==> src/rtl/character_motion_ctrl_pkg.sv <==
// Shared types and helpers for the frame-buffer game character blocks.
package fb_game_pkg;

  localparam int SCREEN_W = 640;
  localparam int SCREEN_H = 480;

  typedef enum logic [3:0] {
    DIR_LU    = 4'd0,
    DIR_UP    = 4'd1,
    DIR_RU    = 4'd2,
    DIR_LEFT  = 4'd3,
    DIR_STILL = 4'd4,
    DIR_RIGHT = 4'd5,
    DIR_LD    = 4'd6,
    DIR_DOWN  = 4'd7,
    DIR_RD    = 4'd8
  } dir_t;

  typedef enum logic [1:0] {
    ST_WAIT  = 2'd0,
    ST_MOVE  = 2'd1,
    ST_CLAMP = 2'd2
  } state_t;

  // dx, dy are each in {-1, 0, +1}
  function automatic dir_t dir_code(input logic signed [1:0] dx, input logic signed [1:0] dy);
    int v;
    v = (int'(dy) + 1) * 3 + int'(dx) + 1;
    return dir_t'(v[3:0]);
  endfunction

endpackage

==> src/rtl/character_motion_ctrl_if.sv <==
// Key, pixel-position and sprite-output bundle between the video pipeline and the motion stage.
interface character_motion_ctrl_if;
  logic        frame_clk;
  logic        key_left;
  logic        key_right;
  logic        key_up;
  logic        key_down;
  logic [9:0]  DrawX;
  logic [9:0]  DrawY;
  logic        is_char;
  logic [3:0]  char_dir;
  logic [11:0] char_addr;
  logic [9:0]  PosX;
  logic [9:0]  PosY;

  modport master (
    output frame_clk, key_left, key_right, key_up, key_down, DrawX, DrawY,
    input  is_char, char_dir, char_addr, PosX, PosY
  );

  modport slave (
    input  frame_clk, key_left, key_right, key_up, key_down, DrawX, DrawY,
    output is_char, char_dir, char_addr, PosX, PosY
  );
endinterface

==> src/rtl/character_motion_ctrl_sprite_window.sv <==
// Combinational sprite box test and ROM address for the current pixel.
module sprite_window #(
  parameter int SPRITE_W = 32,
  parameter int SPRITE_H = 48
) (
  input  logic [9:0]  i_pos_x,
  input  logic [9:0]  i_pos_y,
  input  logic [9:0]  i_draw_x,
  input  logic [9:0]  i_draw_y,
  output logic        o_hit,
  output logic [11:0] o_addr
);
  logic [10:0] w_x_end;
  logic [10:0] w_y_end;
  logic [9:0]  w_rel_x;
  logic [9:0]  w_rel_y;

  // 11-bit ends so a sprite touching the right/bottom edge does not wrap
  assign w_x_end = {1'b0, i_pos_x} + 11'(SPRITE_W);
  assign w_y_end = {1'b0, i_pos_y} + 11'(SPRITE_H);

  assign o_hit = (i_draw_x >= i_pos_x) && ({1'b0, i_draw_x} < w_x_end) &&
                 (i_draw_y >= i_pos_y) && ({1'b0, i_draw_y} < w_y_end);

  assign w_rel_x = i_draw_x - i_pos_x;
  assign w_rel_y = i_draw_y - i_pos_y;
  assign o_addr  = o_hit ? (12'(w_rel_y) * 12'(SPRITE_W) + 12'(w_rel_x)) : 12'd0;
endmodule

==> src/rtl/character_motion_ctrl.sv <==
// Per-frame character motion and per-pixel sprite addressing.
// Build option: define CHAR_GRAVITY_EN for jump/gravity vertical motion.
//
// state    | meaning
// ST_WAIT  | idle until a frame tick
// ST_MOVE  | decode keys, form unclamped next position
// ST_CLAMP | saturate to screen, commit Pos and char_dir
module character_motion_ctrl
  import fb_game_pkg::*;
#(
  parameter int SPRITE_W = 32,
  parameter int SPRITE_H = 48,
  parameter int STEP     = 2,
  parameter int X_INIT   = 64,
  parameter int Y_INIT   = 400,
  parameter int X_MAX    = SCREEN_W - 1,
  parameter int Y_MAX    = SCREEN_H - 1,
  parameter int JUMP_V   = 12
) (
  input logic Clk,
  input logic Reset_n,
  character_motion_ctrl_if.slave bus
);
  localparam logic signed [10:0] X_HI = 11'(X_MAX + 1 - SPRITE_W);
  localparam logic signed [10:0] Y_HI = 11'(Y_MAX + 1 - SPRITE_H);

  logic [1:0]         r_fc_sync;
  logic               w_tick;
  state_t             r_state;
  logic signed [10:0] r_next_x;
  logic signed [10:0] r_next_y;
  logic signed [1:0]  r_dx;
  logic [9:0]         r_pos_x;
  logic [9:0]         r_pos_y;
  dir_t               r_dir;
  logic               r_is_char;
  logic [11:0]        r_char_addr;
  logic signed [1:0]  w_dx;
  logic signed [1:0]  w_dy;
  logic signed [10:0] w_mv_x;
  logic signed [10:0] w_pos_x_s;
  logic signed [10:0] w_pos_y_s;
  logic               w_hit;
  logic [11:0]        w_addr;

  assign w_tick    = r_fc_sync[0] & ~r_fc_sync[1];
  assign w_pos_x_s = $signed({1'b0, r_pos_x});
  assign w_pos_y_s = $signed({1'b0, r_pos_y});

  assign w_dx = (bus.key_right && !bus.key_left) ? 2'sd1 :
                (bus.key_left && !bus.key_right) ? -2'sd1 : 2'sd0;
  assign w_dy = (bus.key_down && !bus.key_up) ? 2'sd1 :
                (bus.key_up && !bus.key_down) ? -2'sd1 : 2'sd0;
  assign w_mv_x = (w_dx == 2'sd1) ? 11'(STEP) : (w_dx == -2'sd1) ? -11'(STEP) : 11'sd0;

`ifdef CHAR_GRAVITY_EN
  logic signed [7:0] r_vel;
  logic signed [7:0] r_vel_nxt;
  logic signed [7:0] w_v;
  logic signed [7:0] w_vel_fin;
  logic              w_land;
  logic signed [1:0] w_vsign;

  // a jump can only start from the floor; otherwise keep the current velocity
  assign w_v       = (bus.key_up && (w_pos_y_s == Y_HI)) ? -8'(JUMP_V) : r_vel;
  assign w_land    = (r_next_y >= Y_HI);
  assign w_vel_fin = w_land ? 8'sd0 : r_vel_nxt;
  assign w_vsign   = (w_vel_fin > 8'sd0) ? 2'sd1 : (w_vel_fin < 8'sd0) ? -2'sd1 : 2'sd0;
`else
  logic signed [1:0]  r_dy;
  logic signed [10:0] w_mv_y;

  assign w_mv_y = (w_dy == 2'sd1) ? 11'(STEP) : (w_dy == -2'sd1) ? -11'(STEP) : 11'sd0;
`endif

  always_ff @(posedge Clk or negedge Reset_n) begin
    if (!Reset_n) begin
      r_fc_sync <= '0;
      r_state   <= ST_WAIT;
      r_next_x  <= '0;
      r_next_y  <= '0;
      r_dx      <= '0;
      r_pos_x   <= 10'(X_INIT);
      r_pos_y   <= 10'(Y_INIT);
      r_dir     <= DIR_STILL;
`ifdef CHAR_GRAVITY_EN
      r_vel     <= '0;
      r_vel_nxt <= '0;
`else
      r_dy      <= '0;
`endif
    end else begin
      r_fc_sync <= {r_fc_sync[0], bus.frame_clk};
      case (r_state)
        ST_WAIT: if (w_tick) r_state <= ST_MOVE;
        ST_MOVE: begin
          r_dx     <= w_dx;
          r_next_x <= w_pos_x_s + w_mv_x;
`ifdef CHAR_GRAVITY_EN
          r_next_y  <= w_pos_y_s + 11'(w_v);
          r_vel_nxt <= (w_v >= $signed(8'(JUMP_V))) ? $signed(8'(JUMP_V)) : w_v + 8'sd1;
`else
          r_dy     <= w_dy;
          r_next_y <= w_pos_y_s + w_mv_y;
`endif
          r_state  <= ST_CLAMP;
        end
        ST_CLAMP: begin
          if (r_next_x < 11'sd0)     r_pos_x <= '0;
          else if (r_next_x > X_HI)  r_pos_x <= X_HI[9:0];
          else                       r_pos_x <= r_next_x[9:0];
`ifdef CHAR_GRAVITY_EN
          if (w_land)                r_pos_y <= Y_HI[9:0];
          else if (r_next_y < 11'sd0) r_pos_y <= '0;
          else                       r_pos_y <= r_next_y[9:0];
          r_vel <= w_vel_fin;
          r_dir <= dir_code(r_dx, w_vsign);
`else
          if (r_next_y < 11'sd0)     r_pos_y <= '0;
          else if (r_next_y > Y_HI)  r_pos_y <= Y_HI[9:0];
          else                       r_pos_y <= r_next_y[9:0];
          r_dir <= dir_code(r_dx, r_dy);
`endif
          r_state <= ST_WAIT;
        end
        default: r_state <= ST_WAIT;
      endcase
    end
  end

  sprite_window #(.SPRITE_W(SPRITE_W), .SPRITE_H(SPRITE_H)) u_window (
    .i_pos_x  (r_pos_x),
    .i_pos_y  (r_pos_y),
    .i_draw_x (bus.DrawX),
    .i_draw_y (bus.DrawY),
    .o_hit    (w_hit),
    .o_addr   (w_addr)
  );

  always_ff @(posedge Clk or negedge Reset_n) begin
    if (!Reset_n) begin
      r_is_char   <= 1'b0;
      r_char_addr <= '0;
    end else begin
      r_is_char   <= w_hit;
      r_char_addr <= w_addr;
    end
  end

  assign bus.is_char   = r_is_char;
  assign bus.char_addr = r_char_addr;
  assign bus.char_dir  = r_dir;
  assign bus.PosX      = r_pos_x;
  assign bus.PosY      = r_pos_y;
endmodule

==> src/flat_wrapper.sv <==
// flat-port wrapper written by rule: the top's interface ports become plain ports
module character_motion_ctrl_flat import fb_game_pkg::*;
#(
  parameter int SPRITE_W = 32,
  parameter int SPRITE_H = 48,
  parameter int STEP     = 2,
  parameter int X_INIT   = 64,
  parameter int Y_INIT   = 400,
  parameter int X_MAX    = SCREEN_W - 1,
  parameter int Y_MAX    = SCREEN_H - 1,
  parameter int JUMP_V   = 12
)
  (Clk, Reset_n, bus_frame_clk, bus_key_left, bus_key_right, bus_key_up, bus_key_down, bus_DrawX, bus_DrawY, bus_is_char, bus_char_dir, bus_char_addr, bus_PosX, bus_PosY);
  character_motion_ctrl_if bus_i ();
  input logic Clk;
  input logic Reset_n;
  input wire logic [$bits(bus_i.frame_clk)-1:0] bus_frame_clk;
  input wire logic [$bits(bus_i.key_left)-1:0] bus_key_left;
  input wire logic [$bits(bus_i.key_right)-1:0] bus_key_right;
  input wire logic [$bits(bus_i.key_up)-1:0] bus_key_up;
  input wire logic [$bits(bus_i.key_down)-1:0] bus_key_down;
  input wire logic [$bits(bus_i.DrawX)-1:0] bus_DrawX;
  input wire logic [$bits(bus_i.DrawY)-1:0] bus_DrawY;
  output wire logic [$bits(bus_i.is_char)-1:0] bus_is_char;
  output wire logic [$bits(bus_i.char_dir)-1:0] bus_char_dir;
  output wire logic [$bits(bus_i.char_addr)-1:0] bus_char_addr;
  output wire logic [$bits(bus_i.PosX)-1:0] bus_PosX;
  output wire logic [$bits(bus_i.PosY)-1:0] bus_PosY;
  assign bus_i.frame_clk = bus_frame_clk;
  assign bus_i.key_left = bus_key_left;
  assign bus_i.key_right = bus_key_right;
  assign bus_i.key_up = bus_key_up;
  assign bus_i.key_down = bus_key_down;
  assign bus_i.DrawX = bus_DrawX;
  assign bus_i.DrawY = bus_DrawY;
  assign bus_is_char = bus_i.is_char;
  assign bus_char_dir = bus_i.char_dir;
  assign bus_char_addr = bus_i.char_addr;
  assign bus_PosX = bus_i.PosX;
  assign bus_PosY = bus_i.PosY;
  character_motion_ctrl #(.SPRITE_W(SPRITE_W), .SPRITE_H(SPRITE_H), .STEP(STEP), .X_INIT(X_INIT), .Y_INIT(Y_INIT), .X_MAX(X_MAX), .Y_MAX(Y_MAX), .JUMP_V(JUMP_V)) u_core (.Clk(Clk), .Reset_n(Reset_n), .bus(bus_i));
endmodule
==> config.mk <==
export PLATFORM = sky130hd
export DESIGN_NAME = character_motion_ctrl_flat
export DESIGN_NICKNAME = d
export VERILOG_FILES = /design/src/rtl/character_motion_ctrl_pkg.sv /design/src/rtl/character_motion_ctrl_if.sv /design/src/rtl/character_motion_ctrl_sprite_window.sv /design/src/rtl/character_motion_ctrl.sv /design/src/flat_wrapper.sv
export SDC_FILE = /design/constraint.sdc
export NUM_CORES = 1
export LEC_CHECK = 0
export ABC_AREA = 1
export BUFFER_PORTS_ARGS = -buffer_cell sky130_fd_sc_hd__buf_2
export CORE_ASPECT_RATIO = 1.25
export CORE_MARGIN = 2
export CORE_UTILIZATION = 45
export DETAILED_ROUTE_END_ITERATION = 12
export GPL_TIMING_DRIVEN = 1
export PLACE_DENSITY = 0.66
export SKIP_LAST_GASP = 1
export SLEW_MARGIN = 15
export SYNTH_ARGS = -nofsm -noshare
export SYNTH_HDL_FRONTEND = slang
export SYNTH_SLANG_ARGS = --single-unit
export TNS_END_PERCENT = 100
==> constraint.sdc <==
create_clock -name Clk -period 3.3 [get_ports Clk]
set_clock_uncertainty 0.05 [all_clocks]
set_input_delay 0.165 -clock Clk [delete_from_list [all_inputs] [get_ports Clk]]
set_output_delay 0.165 -clock Clk [all_outputs]
set_load 0.05 [all_outputs]
* Yosys cells after proc, flatten, opt, wreduce, memory -nomap -nowiden
Index checks and enable logic that the tools add are counted.
** Storage, ports and cells
- Logic and storage cells :: 66
- Register bits :: 67
** Cells by class
- Add/sub/neg operators :: 10
- Bitwise gates (word level) :: 2
- Multipliers :: 1
- Eq/ne operators :: 7
- Multiplexer cells :: 15
- $lt $le $gt $ge :: 8
- Reduce and logical (&&, ||, !) cells :: 12
** Operators with widths (number)
- $mux 11 :: 4
- $mux 10 :: 4
- $mul 32x3->4 const B :: 1
- $add 10x6->11 const B :: 2
- $add 11x11->11 :: 2
- $lt 10x11->1 :: 2
- $lt 11x1->1 const B :: 2
- $ge 10x10->1 :: 2
- $add 12x10->12 :: 1
- $mux 12 :: 1
- $gt 11x10->1 const B :: 1
- $gt 11x11->1 const B :: 1
- $mux 2 :: 5
- $sub 10x10->10 :: 1
- $logic_and 1x1->1 :: 7
- $sub 7x7->7 :: 1
- $eq 2x1->1 const B :: 3
- $eq 2x2->1 const B :: 3
- $add 4x2->4 :: 1
- $add 4x2->4 const B :: 1
- $logic_not 1->1 :: 4
- $pmux 2 s2 :: 1
- $add 2x2->3 const B :: 1
- $logic_not 2->1 :: 1
- other kinds (3) :: 3

* Longest topological paths before layout
Gate-level depths: netlist of run 1.
- Depth in word-level cells :: 8
- Gate-level depth with buffers :: 18
- Mapped depth without buffers :: 18

* Cells and area by module
From an unflattened synthesis of run 1, not the netlist that was laid out.
** Unflattened totals
- Cell total of the unflattened synthesis :: 712
- Area total of the unflattened synthesis :: 5180.0 um2
** By module, submodules not included
- character_motion_ctrl :: area each 3485.8 um2, times used 1, cells an instance 441, seq. area each 1682.9 um2
- sprite_window :: area each 1694.1 um2, times used 1, cells an instance 271, seq. area each 0.0 um2

* Worst setup path after synthesis of run 1
OpenSTA, ideal clock, no wires.
- Kind :: register to register
- From :: register u_core.r_pos_x[0], in the netlist u_core.bus.PosX[0]
- To :: register u_core.r_char_addr[11], in the netlist u_core.bus.char_addr[11]
- Data arrival time :: 3028 ps
- Data required time :: 3178 ps
- Stages on the path, launching flop included :: 15
- Period minus slack after synthesis :: 3150 ps
- Setup time :: 72 ps
- Setup slack :: 150 ps
- Path through :: dfrtp_1 -> ha_1 -> inv_1 -> fa_1 -> a31oi_1 -> o21ai_0 -> xor2_1 -> inv_1 -> fa_1 -> o21ai_0 -> a21o_1 -> nand2_1 -> nand2_1 -> nand2_1 -> nor2_1
** On the way
- Longest elaborated chain between the ends :: 6
- Elaborated cells between the ends (all ways) :: 9
- Those cells by class :: 3 x add/sub; 2 x order compare; 1 x mux; 3 x reduce/logical
** RTL lines
- from (decl) :: RTL line character_motion_ctrl.sv:33 : logic [9:0] r_pos_x;
- from (signal assigned) :: RTL line character_motion_ctrl.sv:83 : r_pos_x <= 10'(X_INIT);
- from (signal assigned) :: RTL line character_motion_ctrl.sv:110 : else if (r_next_x > X_HI) r_pos_x <= X_HI[9:0];
- from (signal assigned) :: RTL line character_motion_ctrl.sv:111 : else r_pos_x <= r_next_x[9:0];
- $add 10x6->11 :: RTL line character_motion_ctrl_sprite_window.sv:19 : assign w_x_end = {1'b0, i_pos_x} + 11'(SPRITE_W);
- $lt 10x11->1 :: RTL line character_motion_ctrl_sprite_window.sv:22 : assign o_hit = (i_draw_x >= i_pos_x) && ({1'b0, i_draw_x} < w_x_end) &&
- $logic_and 1x1->1 (2 in a row) :: RTL line character_motion_ctrl_sprite_window.sv:22
- $logic_and 1x1->1 :: RTL line character_motion_ctrl_sprite_window.sv:23 : (i_draw_y >= i_pos_y) && ({1'b0, i_draw_y} < w_y_end);
- $mux 12 (*) :: RTL line character_motion_ctrl_sprite_window.sv:27 : assign o_addr = o_hit ? (12'(w_rel_y) * 12'(SPRITE_W) + 12'(w_rel_x)) : 12'd0;
- named net u_core.u_window.o_addr[11] :: RTL line character_motion_ctrl_sprite_window.sv:11 : output logic [11:0] o_addr
- to (signal assigned) :: RTL line character_motion_ctrl.sv:146 : r_char_addr <= w_addr;
- to (decl) :: RTL line character_motion_ctrl.sv:37 : logic [11:0] r_char_addr;
The timed path passes the listed nets; every way through them passes the cells marked *.
A chain may end at the register's enable or synchronous reset.

* Worst setup path in the final report of run 1
Same ends and word-level chain as after synthesis.

==> impl_metrics.toml, run 1 <==
[final_layout]
antennaDiodeCount = 0
fin_nets = 819
layout-drive-gt1-share_pct = 14.68
area_delta_synth_final_pct = 16.10
n_fill_cell = 1067

[timing]
fmax_mhz = 324.0
setup_tns_ns = 0
tightest_slew_ns = 0.8430
hold_viol = 0
fin_crit_sh_pct = 93.52
timing.hold.ws_ns = 0.1212
setup_violations = 0
rsz0062_at_grt = "false"
slew_headroom_pct = 43.80
period_minus_slack_ns = 3.086
maxSlewViolCount = 0
setup_ws_ns = 0.2137

[yosys]
ys_warn_count = 0
synth-async-reset-ratio_pct = 100.0
yosysTopAreaCell = "dfrtp_1"
synth_top_area_share_pct = 30.99
synth_edf_count = 0
yosys-top-cells-area = "dfrtp_1 (31%), ha_1 (15%), nand2_1 (12%)"
synth_cells = 651
synthFlopType = "dfrtp_1"
ys_top_cells_by_count = "nand2_1 (161), inv_1 (95), dfrtp_1 (62)"
syn_nets = 746
synth_area_mm2 = 0.005006
avgSynthCellArea_um2 = 7.690
yosysUniqueCellTypes = 34
ys_ff_latch = 67
seq_area_frac_synth_pct = 33.62
yosysMostFrequentCell = "nand2_1"

[global_routing]
antenna_found_initial = 0
grt_overflow = 0
grt_use_total_pct = 20.72
grt_pass1_vias = 4343
grt_max_degree = 40
grt_pass1_wl_mm = 19.71

[drt]
totalWireLength_mm = 11.67
drtPass1Iterations = 4
via_count = 4346
vias_per_cell = 5.030
drt-initial-drc-count = 203
drcViolationCount = 0
drt-wirelength-per-cell_um = 13.51
ant_nets = 0

[placement]
place_hpwl_mm = 9.403
pre_cts_ws_ns = 0.1751
io_buffers = 63
place_congestion = 0.8668

[setup_path]
cp_max_fo = 3
startpoint_type = "register"
r2r_slack_ns = 0.21
startpoint = "u_core.bus.PosX[0]"
regToRegEndpoint = "u_core.bus.char_addr[11]"
r2r_start = "u_core.bus.PosX[0]"
end_kind = "register"
required_ns = 3.50
critical_path_class = "register to register"
rr_worst_depth = 14
critPathArrivalTime_ns = 3.29

[min_path]
min_to = "u_core.r_dx[0]"
hold_class = "input port to register"
whs_path_depth = 3
min_from = "bus_key_left"

[clock_tree]
cts_setup_buffers = 0
cts-htree-levels = 3
clock_latency_ns = 0.33
clk_pin_slew_ns = 0.06
cts_sinks = 67
cts_inserted_buffers = 9
clk_path_buf_depth = 2
root_buffer = "clkbuf_16"
cts_tree = "yes"

[pwr]
peakVddDrop_mv = 0.4677
pwr_density_cell_mw_per_mm2 = 984.2
total_power_w = 0.005720
p_leak_nw = 3.156

[floorplanning]
ios = 64
die_h_um = 121.9
die_w_um = 98.34
fp.dieArea_mm2 = 0.01199
start_util_pct = 45.61
rows = 43
core_area_mm2 = 0.01098

[run_status]
status = "complete, no violations"

[job]
drv_cap = 0
[cell families (layout without fill, tap and decap cells)]
group,after synthesis,count (layout),share of synthesized area [%]
AO/OA/AOI/OAI,94,94,10.27
flip-flops,67,67,33.62
XOR/XNOR,32,32,5.599
buffers and inverters,107,185,8.198
adder cells (fa/ha/maj),68,68,18.05
AND/OR/NAND/NOR,283,283,24.27
[cells in the final DEF, fill, tap and decap left out, types with 3 or more instances in the layout]
cell	n
fa_1	7
a21o_1	7
xnor2_1	13
buf_2	63
dfrtp_1	62
nand3_1	40
a21oi_1	23
nor2_1	46
nand2_1	161
o22ai_1	4
clkbuf_1	3
nor2_2	12
ha_1	61
inv_1	95
xor2_1	19
buf_4	6
clkbuf_16	9
dfstp_2	5
nand4_1	12
o21bai_1	3
o21ai_0	46
a31oi_1	7
[flip-flops by register name, indices dropped and copies added (netlist names), 2 cells and up]
register and cells:
u_core.bus.PosY 10, u_core.r_next_x 11, u_core.r_fc_sync 2, u_core.r_dy 2, u_core.bus.PosX 10, u_core.r_dx 2, u_core.r_next_y 11, u_core.bus.char_dir 4
u_core.bus.char_addr 12, u_core.r_state 2
[worst max path at each step]
| stage | endpoint |
|---|---|
| 5_1_grt | u_core.bus.char_addr[11] |
| 6_report | u_core.bus.char_addr[11] |
| 3_5_place_dp | u_core.bus.char_addr[11] |
| 2_1_floorplan | u_core.bus.char_addr[11] |
| 4_1_cts | u_core.bus.char_addr[11] |
| 3_3_place_gp | u_core.bus.char_addr[11] |
[report_power, final]
group | total (W) | internal, W | switching (W)
clock | 0.000968 | 0.000626 | 0.000342
combinational | 0.00340 | 0.00117 | 0.00223
sequential | 0.00135 | 0.00111 | 0.000239
total | 0.00572 | 0.00291 | 0.00281
[metrics by stage]
stage	util, %	instance area (µm²)	cells
final	52.95	5812	864
after detailed placement	50.05	5493	846
after floorplan	-	5006	651
after global placement	50.05	5493	846
after CTS	52.95	5812	864
after global routing	52.95	5812	864
[layout make-up]
cell class | count | area [µm²] | area share, %
Multi-Input combinational cell | 477 | 2913 | 50.12
Sequential cell | 67 | 1683 | 28.96
Timing Repair Buffer | 71 | 380.4 | 6.545
Clock buffer | 14 | 264.0 | 4.543
Clock inverter | 2 | 35.03 | 0.6028
Tap cell | 135 | 168.9 | 2.906
Inverter | 98 | 367.9 | 6.329
[critical path, cell delays in order (launching register included)]
cell     delay, ns
dfrtp_1       0.37
ha_1          0.20
inv_1         0.07
fa_1          0.42
a31oi_1       0.26
o21ai_0       0.18
xor2_1        0.24
inv_1         0.10
fa_1          0.46
o21ai_1       0.24
a21o_1        0.17
nand2_1       0.06
nand2_1       0.05
nand2_1       0.04
nor2_1        0.09
[per-layer routing]
layer / up-vias / track usage, % / wire length, µm
met2: 81 / 36.48 / 5823
li1: 2254 / - / -
met4: 0 / 8.134 / 266
met3: 20 / 4.303 / 406
met5: - / 0 / 0
met1: 1991 / 24.80 / 5172
[repair_timing]
| action | CTS | global route |
|---|---|---|
| hold buffers | 2 | 0 |
| setup endpoints to repair | 0 | 1 |
| gates resized for setup | 0 | 1 |
| hold endpoints to repair | 34 | 0 |
(Power assumes the default switching activity.)
==> run 2, diff against run 1 <==
==> constraint.sdc (replaced) <==
create_clock -name Clk -period 3.3 [get_ports Clk]
set_clock_uncertainty 0.05 [all_clocks]
set_input_delay 0.165 -clock Clk [delete_from_list [all_inputs] [get_ports Clk]]
set_output_delay 0.165 -clock Clk [all_outputs]
set_load 0.1 [all_outputs]
==> run 2 against run 1 <==
Compared with the run above: die area unchanged; via count is 0.90% higher; core utilization fell by 0.10 points; clock-buffer cell count unchanged; critical endpoint unchanged; largest power group unchanged.
==> impl_metrics.toml, run 2 (synthesis gave the netlist of run 1 again) <==
[run_status]
status = "complete, no violations"

[setup_path]
startpoint = "u_core.bus.PosX[0]"
required_ns = 3.50
rr_worst_depth = 14
crit_top_cell = "nand2_1"
max_stage_delay_ns = 0.48
cp_max_fo = 3
critical_path_class = "register to register"
r2r_start = "u_core.bus.PosX[0]"
startpoint_type = "register"
regToRegEndpoint = "u_core.bus.char_addr[11]"
crit_cells = 14
cp_cell_sequence = "ha_1, inv_1, fa_1, a31oi_1, o21ai_0, xor2_1, inv_1, fa_1, o21ai_2, a21o_1, nand2_1, nand2_1, nand2_1, nor2_1"
path_buf_inv = 2
r2r_slack_ns = 0.25
cp_slowest_cell = "fa_1"
crit_family = "adder cells"
critPathArrivalTime_ns = 3.25
endpoint = "u_core.bus.char_addr[11]"
end_kind = "register"

[clock_tree]
cts_sinks = 67
clk_pin_slew_ns = 0.06
cts_tree = "yes"
root_buffer = "clkbuf_16"
clk_path_buf_depth = 2
cts_setup_buffers = 0
clock_latency_ns = 0.33
cts-htree-levels = 3
cts_inserted_buffers = 9

[timing]
period_minus_slack_ns = 3.045
fmax_mhz = 328.4
fin_crit_sh_pct = 92.27
maxSlewViolCount = 0
slew_headroom_pct = 34.04
hold_viol = 0
rsz0062_at_grt = "false"
setup_tns_ns = 0
tightest_slew_ns = 0.9893
setup_violations = 0

[placement]
io_buffers = 63
placed_cell_area_mm2 = 0.005493
place_hpwl_mm = 9.398
place_congestion = 0.8709

[pwr]
pwr_density_cell_mw_per_mm2 = 1081
p_leak_nw = 3.140
peakVddDrop_mv = 0.7542

[job]
drv_cap = 0

[floorplanning]
fp.dieArea_mm2 = 0.01199
die_h_um = 121.9
start_util_pct = 45.61
ios = 64
die_w_um = 98.34
core_area_mm2 = 0.01098
rows = 43

[drt]
totalWireLength_mm = 11.97
drtPass1Iterations = 5
vias_per_cell = 5.081
drt-wirelength-per-cell_um = 13.87
ant_nets = 0
drt-initial-drc-count = 189
via_count = 4385
drcViolationCount = 0

[global_routing]
grt_max_degree = 42
antenna_found_initial = 0
grt_pass1_vias = 4299
grt_overflow = 0
grt_use_total_pct = 20.72
grt_pass1_wl_mm = 19.87

[final_layout]
layout-drive-gt1-share_pct = 15.66
multiInputGateArea_mm2 = 0.002917
area_delta_synth_final_pct = 15.87
final_cell_mix = "nand2_1 (161), inv_1 (95), buf_2 (63)"
final_common_cell = "nand2_1"
stdcell_area_mm2 = 0.005801
fin_nets = 818
largest_register_ffs = 12
n_fill_cell = 1085
regArea_mm2 = 0.001690
antennaDiodeCount = 0

[min_path]
hold_class = "input port to register"
[run 2: cell types whose count changed in the layout (fill, tap and decap cells not counted), sizes merged]
cell | before | now
clkinv | 3 | 4
buf | 69 | 68
bufinv | 1 | 0
[run 2: worst min-delay path by stage]
stage	to	slack [ns]	from	depth (start not counted)
final	u_core.r_dx[0]	0.12	bus_key_left	3
after floorplan	u_core.bus.PosX[0]	-0.18	Reset_n	0
after detailed placement	u_core.r_fc_sync[0]	0.22	bus_frame_clk	1
after global routing	u_core.r_dx[0]	0.13	bus_key_left	3
after CTS	u_core.r_dx[0]	0.11	bus_key_left	3
after global placement	u_core.r_fc_sync[0]	0.23	bus_frame_clk	1
[run 2: timing repair]
item | 4_1_cts | 5_1_grt
endpoints found under the hold margin | 35 | 0
setup endpoints to repair | 0 | 1
hold buffers | 2 | 0
gates resized for setup | 0 | 2
[run 2: power by group]
part / leakage (nW) / switching, W / internal, W / total [W]
Combinational: 2.15 / 0.00282 / 0.00117 / 0.00399
Clock: 0.143 / 0.000349 / 0.000568 / 0.000918
Sequential: 0.850 / 0.000248 / 0.00112 / 0.00137
[run 2: cell type report]
class,count,share of cell area (%)
Clock inverter,2,0.1726
Timing Repair Buffer,70,6.428
Tap cell,135,2.912
Inverter,98,6.342
Sequential cell,67,29.14
Clock buffer,14,4.724
Multi-Input combinational cell,477,50.28
[run 2: worst reg2reg max path, cell delays in order (launching register included)]
cell	delay (ns)
dfrtp_2	0.37
ha_1	0.20
inv_1	0.09
fa_1	0.42
a31oi_1	0.23
o21ai_0	0.17
xor2_1	0.28
inv_1	0.11
fa_1	0.48
o21ai_2	0.19
a21o_1	0.15
nand2_1	0.05
nand2_1	0.05
nand2_1	0.04
nor2_1	0.09
[run 2: per-stage QoR]
stage / total power (W) / cells / setup slack, ns / util [%] / hold slack, ns
after CTS: 0.006290 / 863 / 0.1403 / 52.82 / 0.1116
after detailed placement: 0.005326 / 845 / 0.1566 / 50.05 / 0.2244
final: 0.006272 / 863 / 0.2550 / 52.85 / 0.1192
after global routing: 0.006783 / 863 / 0.03398 / 52.85 / 0.1346
after global placement: 0.005247 / 845 / 0.2524 / 50.05 / 0.2256
after floorplan: 0.004549 / 651 / 0.1021 / - / -0.1806
[run 2: per-layer routing]
layer  track usage, %  up-vias  wire (µm)
met4            10.10        0        323
met1            25.31     2020       5293
met3            3.213       26        422
li1                 -     2253          -
met5                0        -          0
met2            35.71       86       5931
